$ cat src/rtl/booth_r4_seq_mult.sv
// Iterative radix-4 Booth multiplier.
// Each BUSY cycle retires one Booth digit: the partial product {0, +-A, +-2A}
// is shifted into place and added to a modular accumulator of 2*WIDTH+2 bits.
// valid/ready handshakes on both sides; out_p is held in its own register so
// it stays stable in DONE and keeps its last value back in IDLE.
module booth_r4_seq_mult #(
    parameter int WIDTH = 8
) (
    input  logic               clk,
    input  logic               rst,
    input  logic               in_valid,
    output logic               in_ready,
    input  logic [WIDTH-1:0]   in_a,
    input  logic [WIDTH-1:0]   in_b,
    input  logic               in_signed,
    output logic               out_valid,
    input  logic               out_ready,
    output logic [2*WIDTH-1:0] out_p,
    output logic               busy
);

    localparam int NDIG = WIDTH / 2 + 1;   // Booth digits per product
    localparam int AW   = WIDTH + 2;       // extended multiplicand, holds +-2A
    localparam int BW   = WIDTH + 3;       // {ext, ext, b, 1'b0}
    localparam int PW   = 2 * WIDTH + 2;   // accumulator width
    localparam int CW   = $clog2(NDIG + 1);

    generate
        if ((WIDTH % 2) != 0 || WIDTH < 4) begin : g_bad_width
            $error("booth_r4_seq_mult: WIDTH must be even and >= 4");
        end
    endgenerate

    typedef enum logic [1:0] {
        IDLE = 2'd0,
        BUSY = 2'd1,
        DONE = 2'd2
    } state_t;

    state_t              state_q, state_d;
    logic [AW-1:0]       a_q, a_d;
    logic [BW-1:0]       b_q, b_d;
    logic [PW-1:0]       acc_q, acc_d;
    logic [CW-1:0]       cnt_q, cnt_d;
    logic [2*WIDTH-1:0]  p_q, p_d;

    logic [AW-1:0]       pp;
    logic [PW-1:0]       pp_shifted;
    logic                a_ext;
    logic                b_ext;

    // Booth digit decode: b_q is shifted right by two each iteration, so the
    // current digit always sits in the low three bits.
    always_comb begin
        pp = '0;
        case (b_q[2:0])
            3'b001, 3'b010: pp = a_q;
            3'b011:         pp = a_q << 1;
            3'b100:         pp = -(a_q << 1);
            3'b101, 3'b110: pp = -a_q;
            default:        pp = '0;
        endcase
        pp_shifted = {{WIDTH{pp[AW-1]}}, pp} << {cnt_q, 1'b0};
    end

    // Extension bits for the latched operands, chosen by the operand mode.
    assign a_ext = in_signed & in_a[WIDTH-1];
    assign b_ext = in_signed & in_b[WIDTH-1];

    // Next-state and datapath update; every target holds its value by default.
    always_comb begin
        state_d = state_q;
        a_d     = a_q;
        b_d     = b_q;
        acc_d   = acc_q;
        cnt_d   = cnt_q;
        p_d     = p_q;
        case (state_q)
            IDLE: begin
                if (in_valid) begin
                    a_d     = {{2{a_ext}}, in_a};
                    b_d     = {{2{b_ext}}, in_b, 1'b0};
                    acc_d   = '0;
                    cnt_d   = '0;
                    state_d = BUSY;
                end
            end
            BUSY: begin
                acc_d = acc_q + pp_shifted;
                b_d   = b_q >> 2;
                cnt_d = cnt_q + 1'b1;
                if (cnt_q == CW'(NDIG - 1)) begin
                    p_d     = acc_d[2*WIDTH-1:0];
                    state_d = DONE;
                end
            end
            DONE: begin
                if (out_ready) begin
                    state_d = IDLE;
                end
            end
            default: state_d = IDLE;
        endcase
    end

    // State and datapath registers; reset aborts any transaction in flight.
    always_ff @(posedge clk or posedge rst) begin
        if (rst) begin
            state_q <= IDLE;
            a_q     <= '0;
            b_q     <= '0;
            acc_q   <= '0;
            cnt_q   <= '0;
            p_q     <= '0;
        end else begin
            state_q <= state_d;
            a_q     <= a_d;
            b_q     <= b_d;
            acc_q   <= acc_d;
            cnt_q   <= cnt_d;
            p_q     <= p_d;
        end
    end

    assign in_ready  = (state_q == IDLE);
    assign out_valid = (state_q == DONE);
    assign busy      = (state_q != IDLE);
    assign out_p     = p_q;

endmodule

$ cat config.mk
export PLATFORM = sky130hd
export DESIGN_NAME = booth_r4_seq_mult
export DESIGN_NICKNAME = d
export VERILOG_FILES = /design/src/rtl/booth_r4_seq_mult.sv
export SDC_FILE = /design/constraint.sdc
export NUM_CORES = 1
export LEC_CHECK = 0
export ABC_AREA = 1
export ABC_CLOCK_PERIOD_IN_PS = 7850
export CAP_MARGIN = 20
export CELL_PAD_IN_SITES_DETAIL_PLACEMENT = 0
export CELL_PAD_IN_SITES_GLOBAL_PLACEMENT = 1
export CORE_MARGIN = 1.5
export CORE_UTILIZATION = 35
export CTS_BUF_LIST = sky130_fd_sc_hd__clkbuf_4 sky130_fd_sc_hd__clkbuf_8 sky130_fd_sc_hd__clkbuf_16
export CTS_CLUSTER_SIZE = 8
export DETAILED_ROUTE_END_ITERATION = 10
export GPL_TIMING_DRIVEN = 0
export PLACE_DENSITY_LB_ADDON = 0.05
export SLEW_MARGIN = 15
export SYNTH_ARGS = -nofsm -noshare
export SYNTH_HDL_FRONTEND = slang
export SYNTH_SLANG_ARGS = --single-unit
$ cat constraint.sdc
create_clock -name clk -period 7.85 [get_ports clk]
set_input_delay 2.355 -clock clk [delete_from_list [all_inputs] [get_ports clk]]
set_output_delay 2.355 -clock clk [all_outputs]
set_load 0.02 [all_outputs]
## Yosys cells after proc, flatten, opt, wreduce, memory -nomap -nowiden

Index checks and enable logic that the tools add are counted.
W data, S select, Z words.

| operators by class | value |
|---|---|
| shift-type cells | 1 |
| equal/unequal tests | 12 |
| add/subtract/negate cells | 4 |
| multiplexer cells | 11 |
| reductions and logical operators | 9 |
| bitwise gates (word level) | 2 |

Operator list:

| kind | count |
|---|---|
| $pmux W10 S4 | 1 |
| $pmux W18 S2 | 1 |
| $pmux W11 S2 | 1 |
| $neg A10 Y10 | 2 |
| $add A18 B18 Y18 | 1 |
| $mux W18 | 1 |
| $shl A18 B4 Y18 | 1 |
| $eq A3 B3 Y1 const B | 4 |
| $mux W11 | 1 |
| $eq A3 B2 Y1 const B | 2 |
| $mux W2 | 3 |
| $pmux W2 S3 | 1 |
| $pmux W3 S2 | 1 |
| $reduce_and A2 Y1 | 3 |
| $ne A2 B2 Y1 const B | 2 |
| $reduce_bool A2 Y1 | 2 |
| $reduce_or A2 Y1 | 2 |
| $add A3 B1 Y3 const B | 1 |
| $eq A3 B1 Y1 const B | 1 |
| $mux W3 | 1 |
| $reduce_and A3 Y1 | 1 |
| $and A1 B1 Y1 | 2 |
| $eq A2 B1 Y1 const B | 1 |
| $eq A2 B2 Y1 const B | 1 |
| other kinds (2) | 2 |

| storage, ports and cells | value |
|---|---|
| input bits | 21 |
| output and inout port bits | 19 |
| word-level logic and storage cells | 45 |
| bits in registers | 59 |

## Longest topological paths before layout

Gate-level depths: netlist of the first run.

| logic depth | value |
|---|---|
| depth in word-level cells | 6 |
| mapped depth | 25 |

## Worst setup path after synthesis of the first run

Ideal clock, no wire load.

| timing path | value |
|---|---|
| path type | reg2out |
| from | register state_q[0] |
| to | output port busy |
| data arrival time | 0.975 ns |
| path slack | 4.520 ns |
| cell stages (with the launch flop) | 3 |
| cells stage by stage | dfrtp_1 -> nor2_1 -> inv_1 |

| on the way | value |
|---|---|
| longest elaborated chain between the ends | 1 |

RTL lines:

| item | line | text |
|---|---|---|
| start: declaration | 40 | `state_t state_q, state_d;` |
| start signal: assignment | 116 | `state_q <= state_d;` |
| $reduce_bool A2 Y1 | 127 | `assign busy = (state_q != IDLE);` |
| end: declaration | 19 | `output logic busy` |

Every way passes these cells.

## Worst setup path after layout of the first run

| timing path | value |
|---|---|
| from | register state_q[0] |
| to | output port in_ready |

| on the way | value |
|---|---|
| longest elaborated chain between the ends | 1 |

RTL lines:

| item | line | text |
|---|---|---|
| $logic_not A2 Y1 | 125 | `assign in_ready = (state_q == IDLE);` |
| end: declaration | 12 | `output logic in_ready,` |

Every way passes these cells.

==> results of run 1 <==
state kept, by name, summed over array words and instances (netlist names):
signal and count:
a_q 9, acc_q 16, b_q 10, cnt_q 3
out_p 16, state_q 2
worst max-delay path, cell delays in order, from the launching register on:
cell	delay [ns]
dfrtp_1	0.43
nor2_1	0.20
clkdlybuf4s50_1	0.65
kinds of logic (layout without fill, tap and decap cells):
logic type	count (synthesis)	in the layout	synth area share
AO/OA/AOI/OAI	111	111	0.172
AND/OR/NAND/NOR	226	226	0.278
XOR/XNOR	14	14	0.0333
buffers and inverters	67	114	0.0696
adder cells (fa/ha/maj)	19	19	0.0666
flip-flops	56	56	0.380
per-layer routing:
metal | up-vias | share of wire
met5 | - | 0
met4 | 0 | 0.0054
met3 | 4 | 0.026
met2 | 44 | 0.44
met1 | 1559 | 0.53
li1 | 1740 | -
worst paths after layout:
path | from | end | slack [ns] | cells after the start
max in group asynchronous | rst | acc_q[1]$_DFFE_PP0P_ | 4.90 | 2
min reg2reg | out_p[2]$_DFFE_PP0P_ | out_p[2]$_DFFE_PP0P_ | 0.49 | 2
max | state_q[0]$_DFFE_PP0P_ | in_ready | 3.91 | 2
max reg2reg | a_q[0]$_DFFE_PP0P_ | out_p[13]$_DFFE_PP0P_ | 4.13 | 20
min | out_p[2]$_DFFE_PP0P_ | out_p[2]$_DFFE_PP0P_ | 0.49 | 2
min in group asynchronous | rst | out_p[2]$_DFFE_PP0P_ | 2.49 | 2
cell usage after synthesis:
library cell and n:
nand2_1 130, dfrtp_1 56, inv_1 45, o21ai_0 44, nand3_1 37, nor2_1 25
a21oi_1 22, ha_1 18, o22ai_1 13, clkbuf_1 10, o21ai_1 10, xor2_1 10
inv_2 8, a31oi_1 6, nand2_2 6, nor2_2 6, nand4_1 5, buf_2 4
nand3_2 4, xnor2_1 4, a21o_1 3, nor3_1 3, nand4_2 2, nor2_4 2
o21ai_2 2, o21bai_1 2, a21boi_0 1, a221oi_1 1, a22o_1 1, a31oi_2 1
a32o_1 1, and2_1 1, fa_1 1, nand3b_1 1, nor3_4 1, nor4_1 1
o2111ai_1 1, o211ai_1 1, o2bb2ai_1 1, o31ai_1 1, or2_1 1, or2_2 1
layout by cell type (no fill, tap or decap), types with 3 or more instances in the layout:
| cell | count |
|---|---|
| o21ai_0 | 44 |
| buf_2 | 4 |
| nand4_1 | 5 |
| inv_2 | 8 |
| a21o_1 | 3 |
| clkdlybuf4s50_1 | 39 |
| nor3_1 | 3 |
| nand2_2 | 6 |
| o22ai_1 | 13 |
| nand3_2 | 4 |
| ha_1 | 18 |
| nor2_2 | 6 |
| nand3_1 | 37 |
| o21ai_1 | 10 |
| xnor2_1 | 4 |
| dfrtp_1 | 56 |
| a21oi_1 | 22 |
| clkbuf_8 | 5 |
| xor2_1 | 10 |
| clkbuf_1 | 10 |
| nand2_1 | 130 |
| a31oi_1 | 6 |
| inv_1 | 44 |
| nor2_1 | 25 |
stage by stage:
| step | hold WS (ns) | setup slack [ns] | utilization |
|---|---|---|---|
| floorplan | 0.453 | 4.12 | - |
| global placement | 0.462 | 2.94 | 0.413 |
| detailed placement | 0.462 | 3.64 | 0.413 |
| CTS | 0.495 | 3.89 | 0.425 |
| global route | 0.514 | 3.77 | 0.425 |
| finish | 0.492 | 3.91 | 0.425 |
final cells by class:
class	count	area [um2]	share of cell area
clock buffers	6	76.3	0.0175
inverters	53	201	0.0462
flip-flops and latches	56	1400	0.321
repair buffers	39	390	0.0895
plain buffers	14	57.6	0.0132
clock inverters	2	38.8	0.00889
multi-input cells	370	2030	0.465
well taps	136	170	0.0390
==> qor.yml, run 1 <==
status: "completed"
grt_pass1_wl_um: 16900
synth_seq_cells: 56
cts_resized: 0
yosysTopAreaCell: "dfrtp_1"
fin_cells: 676
relSlewSlack: 0.535
end_kind: "primary output"
cts_buffers: 5
avgSynthCellArea_um2: 7.47
wl_per_cell_um: 14.4
num_io_pins: 40
worstSetupPathType: "register to primary output"
start_util: 0.359
crit_arrival_ns: 1.58
tns_ns: 0
yosysSeqAreaShare: 0.380
synth_top_area_frac: 0.380
syn_inst: 493
synthTopCellsByArea: "dfrtp_1 38%, nand2_1 13%, ha_1 6.1%"
grt_pass1_vias: 3414
port_buffers: 39
areaGrowthSynthToFinish_pct: 18.4
period_share: 0.502
postCtsHoldBufs: 0
cts_tree: "built"
fin_crit_ns: 3.94
first_pass_iters: 5
grtUsageMet3: 0.0260
synth_warnings: 0
place_area_mm2: 0.00425
post_cts_buffers: 0
die_y_um: 106
cts_max_level: 2
dieArea_mm2: 0.0112
via_per_inst: 4.95
max-cap-violations: 0
hpwlAfterDp_um: 7610
rows: 37
clk_latency_ns: 0.32
dr.first_iter.drc_count: 154
cts-root-buf: "clkbuf_8"
nets: 579
setup_viol: 0
clock-sinks: 56
worstPathMaxFanout: 4
diodes: 0
syn_nets: 533
worst_pin_slew_ns: 0.697
gp_congestion: 0.840
grt.total_usage: 0.190
final_area_mm2: 0.00436
finClkSkew_ns: 0.00778
syn_area_mm2: 0.00368
route.antenna.remaining_nets: 0
rsz0062_at_grt: "false"
grt_antenna_before_repair: 0
grt_use_met2: 0.298
grt.overflow.total: 0
maxSlewViolCount: 0
grtUsageMet1: 0.285
core_mm2: 0.0103
vias: 3347
cts_buffer_depth: 2
ys_types: 42
dpl.cell_count: 668
fill_cells: 1120
routed_wl_um: 9760
clk_pin_slew_ns: 0.11
die_w_um: 106
final_hold_viol_count: 0
layout-drive-gt1-share: 0.0852
fmax_mhz: 254
busiest_layer: "met2"
start_kind: "register"
drc: 0
grt_start_max_net_pins: 57
hold_class: "register to register"
critPathRequiredTime_ns: 5.50
Power of run 1 is not shown: default switching activity piles up to over one toggle a cycle in this logic, so the estimate is an artifact.
==> inputs of run 2 (changes only) <==
--- a/config.mk
+++ b/config.mk
@@ -6,7 +6,7 @@
 export NUM_CORES = 1
 export LEC_CHECK = 0
 export ABC_AREA = 1
-export ABC_CLOCK_PERIOD_IN_PS = 7850
+export ABC_CLOCK_PERIOD_IN_PS = 3880
 export CAP_MARGIN = 20
 export CELL_PAD_IN_SITES_DETAIL_PLACEMENT = 0
 export CELL_PAD_IN_SITES_GLOBAL_PLACEMENT = 1
==> constraint.sdc (replaced) <==
create_clock -name clk -period 3.88 [get_ports clk]
set_input_delay 1.164 -clock clk [delete_from_list [all_inputs] [get_ports clk]]
set_output_delay 1.164 -clock clk [all_outputs]
set_load 0.02 [all_outputs]
==> run 2 against run 1 <==
Core utilization grew 0.22 points. Largest cell class unchanged. Sequential cell count is the same. Sequential share of layout area shrank 0.17 points. Critical endpoint is now out_p[13]$_DFFE_PP0P_. Clock skew shrank 0.0016 ns. Routed wire length grew 1.2%. Cell area grew 0.52%. Worst setup slack lost 3.6 ns.
==> qor.yml, run 2 (synthesis results as in run 1) <==
status: "completed"
clock-sinks: 56  # unchanged
postCtsHoldBufs: 0  # unchanged
clk_pin_slew_ns: 0.11  # about the same
worst_pin_slew_ns: 0.707  # +0.00979 ns
first_pass_iters: 4  # -1
hold_class: "register to register"
grt_antenna_before_repair: 0  # unchanged
fmax_mhz: 279
dr.first_iter.drc_count: 129  # -16%
worstSetupPathType: "register to register"
drc: 0  # unchanged
grt_pass1_wl_um: 16900  # unchanged
fin_hold_ws_ns: 0.492  # +0.0000100 ns
port_buffers: 39  # unchanged
core_mm2: 0.0103  # unchanged
grt_use_met2: 0.298  # unchanged
fin_crit_ns: 3.59
end_kind: "register"
hpwlAfterDp_um: 7610  # unchanged
cts_max_level: 2  # unchanged
num_io_pins: 40  # unchanged
layout-drive-gt1-share: 0.0941  # +0.00891
cts_buffer_depth: 2  # unchanged
routed_wl_um: 9880  # +1.2%
wl_per_cell_um: 14.6  # +0.86%
layout_common_cells: "130 x nand2_1, 56 x dfrtp_1, 44 x inv_1, 40 x o21ai_0, 39 x clkdlybuf4s50_1"
worstPathMaxFanout: 6  # +2
grt.overflow.total: 0  # unchanged
die_w_um: 106  # unchanged
dieArea_mm2: 0.0112  # unchanged
cts_tree: "built"
nets: 581  # +0.35%
start_util: 0.359  # unchanged
max-cap-violations: 0  # unchanged
tns_ns: 0  # unchanged
period_share: 0.924
grt_start_max_net_pins: 57  # unchanged
cts_buffers: 5  # unchanged
vias: 3372  # +0.75%
cts-root-buf: "clkbuf_8"
die_y_um: 106  # unchanged
grt.total_usage: 0.190  # unchanged
clk_latency_ns: 0.31  # about the same
rsz0062_at_grt: "false"
relSlewSlack: 0.529  # -0.00653
layout_commonest_cell: "nand2_1"
via_per_inst: 4.97  # +0.45%
final_hold_viol_count: 0  # unchanged
busiest_layer: "met2"
grt_pass1_vias: 3414  # unchanged
crit_arrival_ns: 3.80  # +2.22 ns
start_kind: "register"
maxSlewViolCount: 0  # unchanged
fill_cells: 1117  # -0.27%
finClkSkew_ns: 0.00620  # -0.00158 ns
areaGrowthSynthToFinish_pct: 19.0
grtUsageMet3: 0.0260  # unchanged
setup_viol: 0  # unchanged
route.antenna.remaining_nets: 0  # unchanged
gp_congestion: 0.840  # unchanged
grtUsageMet1: 0.285  # unchanged
critPathRequiredTime_ns: 4.09  # -1.41 ns
diodes: 0  # unchanged
rows: 37  # unchanged
## run 2: cell types whose count changed in the layout (fill, tap and decap cells not counted), sizes merged
cell and delta:
buf +2
## run 2: path summary, 6_finish.rpt
check                                     start                     to  slack, ns  cells past startpoint
max                          a_q[0]$_DFFE_PP0P_  out_p[13]$_DFFE_PP0P_       0.29                     22
min                        out_p[2]$_DFFE_PP0P_   out_p[2]$_DFFE_PP0P_       0.49                      2
max reg2reg                  a_q[0]$_DFFE_PP0P_  out_p[13]$_DFFE_PP0P_       0.29                     22
min reg2reg                out_p[2]$_DFFE_PP0P_   out_p[2]$_DFFE_PP0P_       0.49                      2
max in group asynchronous                   rst     a_q[6]$_DFFE_PP0P_       2.11                      2
min in group asynchronous                   rst   out_p[2]$_DFFE_PP0P_       1.31                      2
## run 2: critical path: stages (launching register included)
cell and delay (ns):
dfrtp_1 0.40, inv_1 0.12, ha_2 0.22, inv_1 0.06
nor2_2 0.15, nand3_1 0.13, xor2_1 0.20, nand2_1 0.07
nand2_1 0.11, inv_1 0.07, nand2_1 0.08, o21ai_1 0.09
nand2_1 0.08, o211ai_1 0.08, o21ai_1 0.18, ha_2 0.37
a21oi_1 0.22, inv_1 0.08, a221oi_1 0.28, nand2_1 0.12
or2_1 0.24, nand3_1 0.07, nand2_1 0.06
## run 2: cell type report
| class | instances | area [um2] | share of cell area |
|---|---|---|---|
| inverter | 53 | 201 | 0.0459 |
| tap | 136 | 170 | 0.0388 |
| buffer | 14 | 57.6 | 0.0131 |
| sequential | 56 | 1400 | 0.320 |
| timing repair buffer | 41 | 405 | 0.0924 |
| clock buffer | 6 | 76.3 | 0.0174 |
| clock inverter | 2 | 38.8 | 0.00884 |
| multi-input combinational | 370 | 2030 | 0.464 |
## run 2: timing repair
action	4_1_cts	5_1_grt
endpoints found under the hold margin	0	0
endpoints found under the setup margin	0	12
resized for setup	0	8
buffers inserted	0	2
## run 2: through the flow
step	area, um2	setup WS [ns]	utilization	cells
floorplan	3680	0.779	-	493
global placement	4250	0.157	0.413	668
detailed placement	4250	0.170	0.413	668
CTS	4360	0.130	0.425	676
global route	4390	0.00837	0.427	678
finish	4390	0.294	0.427	678
## run 2: layer usage
layer	vias to the layer above	share of wire
met5	-	0
met4	0	0.0041
met3	2	0.032
met2	50	0.44
met1	1577	0.53
li1	1743	-
Power of run 2 is left out for the same reason.
==> inputs of run 3 (changes only) <==
--- a/config.mk
+++ b/config.mk
@@ -5,7 +5,6 @@
 export SDC_FILE = /design/constraint.sdc
 export NUM_CORES = 1
 export LEC_CHECK = 0
-export ABC_AREA = 1
 export ABC_CLOCK_PERIOD_IN_PS = 3880
 export CAP_MARGIN = 20
 export CELL_PAD_IN_SITES_DETAIL_PLACEMENT = 0
==> run 3 against run 2 <==
Count of clock-buffer cells in the layout is 1 lower. Die area is 6.2% higher. Non-clock buffer count is 33 higher. Cell area is 13% higher. Fmax is 9.9% lower. Sequential cell count stayed put. Worst setup slack worse by 0.39 ns. The flow now finishes with violations (negative setup slack). Critical endpoint is now out_p[14]$_DFFE_PP0P_. Highest routed layer unchanged. Routed wire length is 16% higher. Global-route usage is 1.4 points higher. Register-to-register slack worse by 0.39 ns. Synthesized cell count is 4.7% lower.
==> qor.yml, run 3 <==
final_hold_viol_count: 0  # unchanged
setup_ws_ns: -0.0973  # -0.392 ns
relSlewSlack: 0.521  # -0.00748
max-cap-violations: 0  # unchanged
core_mm2: 0.0109  # +5.9%
postCtsHoldBufs: 0  # unchanged
maxSlewViolCount: 0  # unchanged
start_kind: "register"
worstSetupPathType: "register to register"
ys_types: 64  # +52%
areaGrowthSynthToFinish_pct: 26.6
gp_congestion: 0.887  # +5.6%
synth_edf_count: 0  # unchanged
crit_end: "out_p[14]$_DFFE_PP0P_"
fmax_mhz: 251  # -9.9%
synth_top_area_frac: 0.358  # -0.0227
die_w_um: 109  # +3.0%
grt_pass1_vias: 3457  # +1.3%
end_kind: "register"
critPathLaunch: "a_q[0]$_DFFE_PP0P_"
synth_seq_cells: 56  # unchanged
setup_viol: 2  # +2
first_pass_iters: 5  # +1
hpwlAfterDp_um: 8180  # +7.5%
rsz0062_at_grt: "true"
vias: 3661  # +8.6%
clk_pin_slew_ns: 0.11  # about the same
rows: 38  # +2.7%
worst_pin_slew_ns: 0.718  # +0.0112 ns
drc: 0  # unchanged
via_per_inst: 5.46  # +9.7%
synthTopCellsByArea: "dfrtp_1 36%, nand2_1 6.5%, ha_1 5.7%"
hold_class: "register to register"
grt_start_max_net_pins: 57  # unchanged
rrSetupSlack_ns: -0.1  # -0.39 ns
clock-sinks: 56  # unchanged
num_io_pins: 40  # unchanged
yosysSeqAreaShare: 0.358  # -0.0227
clk_latency_ns: 0.32  # about the same
avgSynthCellArea_um2: 8.34  # +12%
start_util: 0.360  # +0.00138
cts_buffers: 5  # unchanged
finClkSkew_ns: 0.0200  # +0.0138 ns
reg2reg_depth: 17  # -23%
tns_ns: -0.188  # -0.188 ns
status: "finished, violations left"
nets: 572  # -1.5%
grt_antenna_before_repair: 0  # unchanged
die_y_um: 109  # +3.0%
synth_most_common_cell: "nand2_1"
cts-root-buf: "clkbuf_8"
cts_tree: "built"
crit_arrival_ns: 4.17  # +0.37 ns
worstPathMaxFanout: 4  # -2
synth_commonest_cells: "68 x nand2_1, 56 x dfrtp_1, 37 x nor2_1"
wl_per_cell_um: 17.0  # +17%
diodes: 0  # unchanged
layout-drive-gt1-share: 0.164  # +0.0697
routed_wl_um: 11400  # +16%
fin_crit_ns: 3.98  # +0.392 ns
synth_warnings: 0  # unchanged
violations: "negative setup slack"
layout_commonest_cell: "nand2_1"
ys.flop_type: "dfrtp_1"
syn_area_mm2: 0.00392  # +6.3%
cts_max_level: 2  # unchanged
yosysTopAreaCell: "dfrtp_1"
async_reset_ff_frac: 1.00  # unchanged
syn_inst: 470  # -4.7%
grt.overflow.total: 0  # unchanged
period_share: 1.03  # +0.101
syn_nets: 510  # -4.3%
r2r-start: "a_q[0]$_DFFE_PP0P_"
port_buffers: 39  # unchanged
critPathRequiredTime_ns: 4.08  # about the same
dr.first_iter.drc_count: 172  # +33%
grt.total_usage: 0.204  # +0.0140
dieArea_mm2: 0.0118  # +6.2%
min_from: "out_p[4]$_DFFE_PP0P_"
layout_common_cells: "66 x nand2_1, 55 x dfrtp_1, 39 x clkdlybuf4s50_1, 32 x nor2_1, 28 x o21ai_1"
fin_util: 0.456  # +0.0290
r2r_end: "out_p[14]$_DFFE_PP0P_"
route.antenna.remaining_nets: 0  # unchanged
grt_pass1_wl_um: 18500  # +9.1%
cts_buffer_depth: 2  # unchanged
==> run 3: changes by cell type after synthesis, moves of 10 or more <==
cell	change
o21ai_0	-16
nor2_1	+12
inv_1	-33
clkbuf_1	+10
o21ai_1	+17
nand3_1	-14
nand2_1	-62
==> run 3: metrics by stage <==
| stage | hold slack [ns] | std cells | worst slack (ns) | instance area [um2] |
|---|---|---|---|---|
| 2_1_floorplan | 0.467 | 470 | -0.0149 | 3960 |
| 3_3_place_gp | 0.466 | 649 | -0.470 | 4530 |
| 3_5_place_dp | 0.474 | 649 | -0.434 | 4530 |
| 4_1_cts | 0.498 | 667 | -0.201 | 4810 |
| 5_1_grt | 0.515 | 671 | -0.246 | 4960 |
| 6_report | 0.493 | 671 | -0.0973 | 4960 |
==> run 3: repair_timing <==
item                                    in CTS  in global routing
endpoints found under the setup margin      13                 16
resized for setup                           20                 27
setup buffers                               13                  4
pin swaps                                   15                 17
==> run 3: cell families after synthesis <==
kind of cell | after synthesis | synth area share
adder cells (fa/ha/maj) | 19 | 0.0626
XOR/XNOR | 21 | 0.0469
AND/OR/NAND/NOR | 173 | 0.212
multiplexers | 14 | 0.0434
buffers and inverters | 47 | 0.0524
flip-flops | 56 | 0.358
AO/OA/AOI/OAI | 140 | 0.225
==> run 3: worst min-delay path by stage <==
stage / cells after the start / slack (ns) / endpoint
global placement: 2 / 0.47 / out_p[8]$_DFFE_PP0P_
floorplan: 2 / 0.47 / b_q[3]$_DFFE_PP0P_
CTS: 2 / 0.50 / out_p[8]$_DFFE_PP0P_
global route: 2 / 0.52 / out_p[6]$_DFFE_PP0P_
detailed placement: 2 / 0.47 / out_p[8]$_DFFE_PP0P_
finish: 2 / 0.49 / out_p[4]$_DFFE_PP0P_
==> run 3: final cells by class <==
| class | count | area [um2] |
|---|---|---|
| plain buffers | 32 | 150 |
| clock buffers | 5 | 68.8 |
| clock inverters | 1 | 30.0 |
| fillers | 1106 | 5930 |
| inverters | 14 | 57.6 |
| multi-input cells | 367 | 2560 |
| flip-flops and latches | 56 | 1400 |
| well taps | 140 | 175 |
| repair buffers | 56 | 522 |
==> run 3: layer usage <==
layer,GRT usage,share of wire
met5,0,0
met4,0.0479,0.011
met3,0.0305,0.049
met2,0.316,0.44
met1,0.299,0.50
==> run 3: worst max-delay path, stage by stage, from the launching register on <==
cell	delay, ns
dfrtp_2	0.44
inv_4	0.07
ha_4	0.14
or3b_4	0.41
nand2_4	0.10
xnor2_4	0.08
a22o_1	0.21
mux4_2	0.51
mux2i_4	0.24
nor2_4	0.06
ha_4	0.22
o21a_1	0.11
o21a_1	0.24
a2111oi_4	0.41
o31ai_4	0.09
a2111o_1	0.39
nand3_2	0.07
o21ai_1	0.06
Power of run 3 is left out for the same reason.
